==> config.mk <==
export PLATFORM = sky130hd
export DESIGN_NAME = alu_arbiter
export DESIGN_NICKNAME = d
export VERILOG_FILES = /design/src/rtl/alu_pkg.sv /design/src/rtl/rr_arb2.sv /design/src/rtl/alu_arbiter.sv
export SDC_FILE = /design/constraint.sdc
export NUM_CORES = 1
export LEC_CHECK = 0
export ABC_AREA = 1
export BUFFER_PORTS_ARGS = -buffer_cell sky130_fd_sc_hd__buf_4
export CAP_MARGIN = 20
export CORE_UTILIZATION = 40
export DETAILED_ROUTE_END_ITERATION = 6
export PLACE_DENSITY_LB_ADDON = 0.12
export SYNTH_ARGS = -nofsm -noshare
export SYNTH_HDL_FRONTEND = slang
export SYNTH_SLANG_ARGS = --single-unit
==> constraint.sdc <==
create_clock -name clk -period 1.79 [get_ports clk]
set_clock_uncertainty 0.2 [all_clocks]
set_input_delay 0.2685 -clock clk [delete_from_list [all_inputs] [get_ports clk]]
set_output_delay 0.2685 -clock clk [all_outputs]
set_load 0.005 [all_outputs]
==> src/rtl/alu_pkg.sv <==
// Shared definitions for the ALU arbiter slice: instruction layout, opcodes
// and the arbiter FSM state encoding.
package alu_pkg;

    localparam int INSTR_W = 18;
    localparam int DATA_W  = 8;

    localparam logic [1:0] OP_ADD = 2'b00;
    localparam logic [1:0] OP_MUL = 2'b01;
    localparam logic [1:0] OP_AND = 2'b10;
    localparam logic [1:0] OP_XOR = 2'b11;

    typedef enum logic [1:0] {
        ST_IDLE = 2'd0,
        ST_EXEC = 2'd1,
        ST_RESP = 2'd2
    } state_t;

endpackage

==> src/rtl/rr_arb2.sv <==
// Stateless two-way round-robin grant: on a tie the requester that was not
// granted last wins; a lone requester always wins.
module rr_arb2 (
    input  logic [1:0] req,
    input  logic       last,
    output logic [1:0] gnt
);

    assign gnt[0] = req[0] & (~req[1] | last);
    assign gnt[1] = req[1] & (~req[0] | ~last);

endmodule

==> src/rtl/alu_arbiter.sv <==
// Two-requester front end for an external alu8bit: grant, hold the instruction
// for EXEC_CYCLES, capture the result and present it until accepted.
// Optional per-requester grant counters are enabled with ALU_ARB_CNT_EN.
module alu_arbiter
    import alu_pkg::*;
#(
    parameter int EXEC_CYCLES = 1
) (
    input  logic               clk,
    input  logic               rst_n,
    input  logic               req0_valid,
    input  logic [INSTR_W-1:0] req0_instr,
    output logic               req0_ready,
    input  logic               req1_valid,
    input  logic [INSTR_W-1:0] req1_instr,
    output logic               req1_ready,
    output logic [INSTR_W-1:0] alu_instr,
    input  logic [DATA_W-1:0]  alu_x,
    input  logic [DATA_W-1:0]  alu_y,
    input  logic               alu_ovf,
    input  logic               alu_carry,
    output logic               rsp_valid,
    input  logic               rsp_ready,
    output logic               rsp_id,
    output logic [DATA_W-1:0]  rsp_x,
    output logic [DATA_W-1:0]  rsp_y,
    output logic               rsp_ovf,
    output logic               rsp_carry
`ifdef ALU_ARB_CNT_EN
    ,
    output logic [15:0]        grant_cnt0,
    output logic [15:0]        grant_cnt1
`endif
);

    localparam logic [1:0] EXEC_LAST = 2'(EXEC_CYCLES - 1);

    state_t             state_q, state_d;
    logic [1:0]         exec_cnt_q, exec_cnt_d;
    logic               last_q, last_d;
    logic [INSTR_W-1:0] alu_instr_q, alu_instr_d;
    logic               rsp_id_q, rsp_id_d;
    logic [DATA_W-1:0]  rsp_x_q, rsp_x_d;
    logic [DATA_W-1:0]  rsp_y_q, rsp_y_d;
    logic               rsp_ovf_q, rsp_ovf_d;
    logic               rsp_carry_q, rsp_carry_d;
    logic [1:0]         gnt;

    rr_arb2 u_rr_arb2 (
        .req  ({req1_valid, req0_valid}),
        .last (last_q),
        .gnt  (gnt)
    );

    always_comb begin
        state_d     = state_q;
        exec_cnt_d  = exec_cnt_q;
        last_d      = last_q;
        alu_instr_d = alu_instr_q;
        rsp_id_d    = rsp_id_q;
        rsp_x_d     = rsp_x_q;
        rsp_y_d     = rsp_y_q;
        rsp_ovf_d   = rsp_ovf_q;
        rsp_carry_d = rsp_carry_q;
        case (state_q)
            ST_IDLE: begin
                if (|gnt) begin
                    alu_instr_d = gnt[0] ? req0_instr : req1_instr;
                    rsp_id_d    = gnt[1];
                    last_d      = gnt[1];
                    exec_cnt_d  = '0;
                    state_d     = ST_EXEC;
                end
            end
            ST_EXEC: begin
                if (exec_cnt_q == EXEC_LAST) begin
                    rsp_x_d     = alu_x;
                    rsp_y_d     = alu_y;
                    rsp_ovf_d   = alu_ovf;
                    rsp_carry_d = alu_carry;
                    state_d     = ST_RESP;
                end else begin
                    exec_cnt_d = exec_cnt_q + 2'd1;
                end
            end
            ST_RESP: begin
                if (rsp_ready) state_d = ST_IDLE;
            end
            default: state_d = ST_IDLE;
        endcase
    end

    // NOTE: sequential state uses non-blocking assignments so every flop samples pre-edge values.
    always_ff @(posedge clk) begin
        if (!rst_n) begin
            state_q     <= ST_IDLE;
            exec_cnt_q  <= '0;
            last_q      <= 1'b1;
            alu_instr_q <= '0;
            rsp_id_q    <= 1'b0;
            rsp_x_q     <= '0;
            rsp_y_q     <= '0;
            rsp_ovf_q   <= 1'b0;
            rsp_carry_q <= 1'b0;
        end else begin
            state_q     <= state_d;
            exec_cnt_q  <= exec_cnt_d;
            last_q      <= last_d;
            alu_instr_q <= alu_instr_d;
            rsp_id_q    <= rsp_id_d;
            rsp_x_q     <= rsp_x_d;
            rsp_y_q     <= rsp_y_d;
            rsp_ovf_q   <= rsp_ovf_d;
            rsp_carry_q <= rsp_carry_d;
        end
    end

    assign req0_ready = (state_q == ST_IDLE) && gnt[0];
    assign req1_ready = (state_q == ST_IDLE) && gnt[1];
    assign alu_instr  = alu_instr_q;
    assign rsp_valid  = (state_q == ST_RESP);
    assign rsp_id     = rsp_id_q;
    assign rsp_x      = rsp_x_q;
    assign rsp_y      = rsp_y_q;
    assign rsp_ovf    = rsp_ovf_q;
    assign rsp_carry  = rsp_carry_q;

`ifdef ALU_ARB_CNT_EN
    logic [15:0] cnt0_q, cnt0_d;
    logic [15:0] cnt1_q, cnt1_d;

    // Saturating: a counter pinned at all-ones stays there until reset.
    always_comb begin
        cnt0_d = cnt0_q;
        cnt1_d = cnt1_q;
        if (req0_ready && (cnt0_q != 16'hFFFF)) cnt0_d = cnt0_q + 16'd1;
        if (req1_ready && (cnt1_q != 16'hFFFF)) cnt1_d = cnt1_q + 16'd1;
    end

    always_ff @(posedge clk) begin
        if (!rst_n) begin
            cnt0_q <= '0;
            cnt1_q <= '0;
        end else begin
            cnt0_q <= cnt0_d;
            cnt1_q <= cnt1_d;
        end
    end

    assign grant_cnt0 = cnt0_q;
    assign grant_cnt1 = cnt1_q;
`endif

endmodule

# Yosys cells after proc, flatten, opt, wreduce, memory -nomap -nowiden
# Index checks and enable logic that the tools add are counted.
[classes]
eq_ne = 6
n_addsub = 1
n_bitwise = 7
muxes = 8
reduce_logical = 10
[op_table]
columns = ["cell", "count"]
rows = [
  ["18-bit two-way mux", 1],
  ["2-bit two-way mux", 5],
  ["2-bit != test, second input constant", 3],
  ["2-bit case mux with 3 select lines", 1],
  ["3-bit AND reduction", 2],
  ["2-bit logical NOT", 2],
  ["2-bit case mux with 2 select lines", 1],
  ["2-bit AND reduction", 2],
  ["1-bit NOT", 3],
  ["2-bit by 1-bit adder with 2-bit output, second input constant", 1],
  ["1-bit AND", 2],
  ["2-bit by 1-bit == test with 1-bit output, second input constant", 1],
  ["2-bit == test, second input constant", 1],
  ["1-bit logical AND", 2],
  ["2-bit by 1-bit != test with 1-bit output, second input constant", 1],
  ["1-bit OR", 2],
  ["2-bit nonzero test", 1],
  ["2-bit OR reduction", 1],
]
[totals]
register_bits = 42
out_inout_bits = 40

# Depth between registers and ports, before layout
[depth]
depth_word = 6
depth_mapped = 8
depth_no_buf = 7

# Cells and area by module
# From an unflattened synthesis, not the netlist that was laid out.
[unflattened]
cells_unflattened = 264
hier_area_um2 = 1855.5
[modules_own_cells]
columns = ["module", "n_inst", "seq_area_each_um2", "cells_per_inst", "area_per_inst_um2"]
rows = [
  ["alu_arbiter", 1, 840.8, 260, 1828.0],
  ["rr_arb2", 1, 0.0, 4, 27.5],
]

# Least setup slack after synthesis
# OpenSTA, ideal clock, no wires.
[synth_path]
kind = "register to register"
start = "reg exec_cnt_q[0]"
end = "reg state_q[1]"
setup_time_ns = 0.133
slack_ns = 0.385
path_stages_with_launch = 8
required_ns = 1.457
period_less_slack_ns = 1.405
arrival_ns = 1.072
cell_sequence = "dfxtp_1 -> inv_1 -> ha_1 -> inv_1 -> nor2_8 -> inv_4 -> buf_6 -> a21oi_4"
[synth_between]
elab_chain_len = 3
[synth_rtl]
columns = ["item", "line", "text"]
rows = [
  ["start: declaration", "alu_arbiter.sv:39", "logic [1:0] exec_cnt_q, exec_cnt_d;"],
  ["start signal: assignment", "alu_arbiter.sv:107", "exec_cnt_q <= exec_cnt_d;"],
  ["2-bit logical NOT", "alu_arbiter.sv:76", "if (exec_cnt_q == EXEC_LAST) begin"],
  ["2-bit != test (no line)", "n/a", ""],
  ["3-bit AND reduction (no line)", "n/a", ""],
  ["end signal: assignment", "alu_arbiter.sv:106", "state_q <= state_d;"],
  ["end: declaration", "alu_arbiter.sv:38", "state_t state_q, state_d;"],
]
# No other way between the ends.
# A chain may end at the register's enable or synchronous reset.

# Final worst setup path
[layout_path]
start = "reg state_q[0]"
end = "out req0_ready"
[layout_between]
elab_chain_len = 2
[layout_rtl]
columns = ["item", "line", "text"]
rows = [
  ["2-bit logical NOT", "alu_arbiter.sv:118", "assign req0_ready = (state_q == ST_IDLE) && gnt[0];"],
  ["1-bit logical AND", "alu_arbiter.sv:118", ""],
  ["end: declaration", "alu_arbiter.sv:13", "output logic req0_ready,"],
]
# No other way between the ends.

==> out/summary.txt <==
status: completed
fraction of layout cells with a size suffix above 1: 0.332
EDFF count, synth: 0
register bit total from synthesis: 42
Primary FF master, synth: dfxtp_1
Yosys top cell area share: 0.423
Syn Nets: 343
Netlist cell types: 21
Cells after Synth: 283
Tmin final: 1.70 ns
Bufs on Longest Clock Path: 2
Detailed Route WL: 4990 um
initial antenna violation count: 0
die width: 72.5 um
Final setup viols: 0
Post-CTS Setup Inserts: 0
post-route DRC violation count: 0
YS warnings: 0
Hold Startpoint: alu_y[0]
combinational share of power: 0.353
Placed Cells: 441
Critical Path AT: 1.23 ns
area post-placement: 2760 um2
Sw Ratio: 0.332
vias in the first global route: 1,837
cell row count: 25
clk root buf: clkbuf_8
Final TNS setup: 0 ns
M3 GR Usage: 0.0528
gr usage total: 0.192
net switching power: 0.931 mW
CP Launch Type: register
met2 GRT Util: 0.313
Clk pwr share: 0.218
Worst-Skew Late Latency: 0.30 ns
utilization after layout: 0.632
CP startpoint: state_q[0]
Reg power frac: 0.429
Peak VDD IR: 0.484 mV
crit path capture type: primary output
Final ANT Viol Nets: 0
Filler cells: 450
dominant cell type by area after synthesis: dfxtp_1
sequential area share after synthesis: 0.423
CTS buffer count: 5
Die Ht: 72.5 um
Starting DRT DRC Count: 62
Crit Reg-Reg Startpoint: exec_cnt_q[0]
largest cells by area after synthesis: dfxtp_1, nand3_1, inv_1
Initial Util: 0.418
wire per inst: 10.8 um
ys async rst share: 0
PortBufs: 98
PD cells: 933 nW/um2
P_leak: 1.61 nW
clk sinks: 42
CTS tree: done
HPWL Detailed: 3470 um
busiest metal layer after global routing: met2
Syn Std Cell Area: 1990 um2
RSZ-0062 raised after global routing: no
H-Tree Depth: 2
HP Class: input port to register
Via Count: 2,114
Fin. Hold Viols: 0
GPL Wtd Cong: 0.813
Max Freq: 0.589 GHz
largest net degree at the start of global routing: 23
Max-cap violations: 0
design area: 3000 um2
critical path class: register to primary output
die area: 5260 um2
n_diodes: 0
Avg Vias per Cell: 4.56
Synth-to-Final Area Change: 51.0%
syn_area_per_cell: 7.03 um2
Internal Pwr Total: 1.87 mW
nets: 456
max-slew violation count: 0
1st-pass router iterations: 4
Core Box Area: 4750 um2
fin crit share: 0.949
I/O pins: 99
Crit Path Max Fanout: 7
clock transition at the registers of the reported paths: 0.08 ns
met1 track demand over resource: 0.238
Critical Path RT: 1.32 ns
first-pass GRT wire length: 7880 um
Worst-Margin Slew: 0.272 ns
Slew HR: 0.819
list of most frequent post-synthesis cells: inv_1, nand2_1, dfxtp_1
remaining global-route overflow: 0
Final Non-Filler Cells: 464
state kept, by name (all words and copies together) (netlist names):
name and count:
last_q 1, rsp_id 1, alu_instr 18, exec_cnt_q 2, rsp_y 8, state_q 2
rsp_carry 1, rsp_ovf 1, rsp_x 8
kinds of logic (layout without fill, tap and decap cells):
logic type                 after synthesis  after routing  share of synthesized area
buffers and inverters                   61            175                      0.138
and+or+nand+nor                        138            138                      0.323
adders and majority gates                1              1                    0.00629
DFF                                     42             42                      0.423
AOI/OAI and AO/OA                       41             41                      0.110
stage by stage:
step | total power [mW] | hold slack [ns] | setup WS, ns
floorplan | 1.77 | 0.197 | 0.385
CTS | 2.83 | 0.00103 | 0.0994
finish | 2.80 | 0.00782 | 0.0919
detailed placement | 2.19 | 0.254 | 0.230
global route | 3.01 | 0.0144 | 0.00955
global placement | 2.17 | 0.257 | 0.272
timing repair:
action                     CTS  global route
hold buffers                15             0
gates resized for setup      0             1
setup endpoints to repair    0             1
hold endpoints to repair    15             0
final timing paths:
kind	to	slack, ns	cells past startpoint
worst max-delay path	req0_ready	0.09	4
worst min-delay path	rsp_y[0]	0.008	3
worst max register to register	rsp_y[1]	0.21	7
worst min register to register	rsp_id	0.27	2
layout by cell type, fill, tap and decap left out:
| master | n |
|---|---|
| clkinv_2 | 1 |
| dlygate4sd3_1 | 15 |
| o21ai_0 | 15 |
| nand2_2 | 3 |
| inv_1 | 46 |
| dfxtp_1 | 42 |
| a21oi_4 | 1 |
| clkbuf_8 | 5 |
| nor2_1 | 34 |
| o21ai_1 | 3 |
| ha_1 | 1 |
| nand2_4 | 1 |
| a21oi_1 | 21 |
| nor2_2 | 11 |
| nand2_1 | 46 |
| inv_4 | 1 |
| buf_4 | 104 |
| clkinv_4 | 1 |
| o211ai_1 | 1 |
| inv_2 | 1 |
| clkinvlp_4 | 1 |
| nand3_1 | 41 |
| nor2_8 | 2 |
per-layer routing:
layer,share of wire,up-vias
met2,0.46,65
met5,0,-
met1,0.46,940
met4,0.014,0
li1,-,1103
met3,0.066,6
worst max-delay path, stage by stage (launching register included):
cell     delay (ns)
dfxtp_1        0.48
inv_1          0.11
nand2_2        0.14
nor2_1         0.06
buf_4          0.14
power by group through the flow:
stage               logic (mW)  registers [mW]  clock network, mW
floorplan                0.543            1.22                  0
global placement         0.956            1.22                  0
detailed placement       0.971            1.22                  0
CTS                       1.00            1.20              0.630
global route              1.11            1.22              0.668
finish                   0.990            1.20              0.612
final cells by class:
class / count / area, um2 / share of cell area
sequential: 42 / 841 / 0.280
multi-input combinational: 180 / 876 / 0.292
clock inverter: 3 / 21.3 / 0.00708
clock buffer: 5 / 68.8 / 0.0229
timing repair buffer: 119 / 931 / 0.310
tap: 67 / 83.8 / 0.0279
inverter: 48 / 183 / 0.0608
Note: power is estimated with default switching activity, not from simulation.
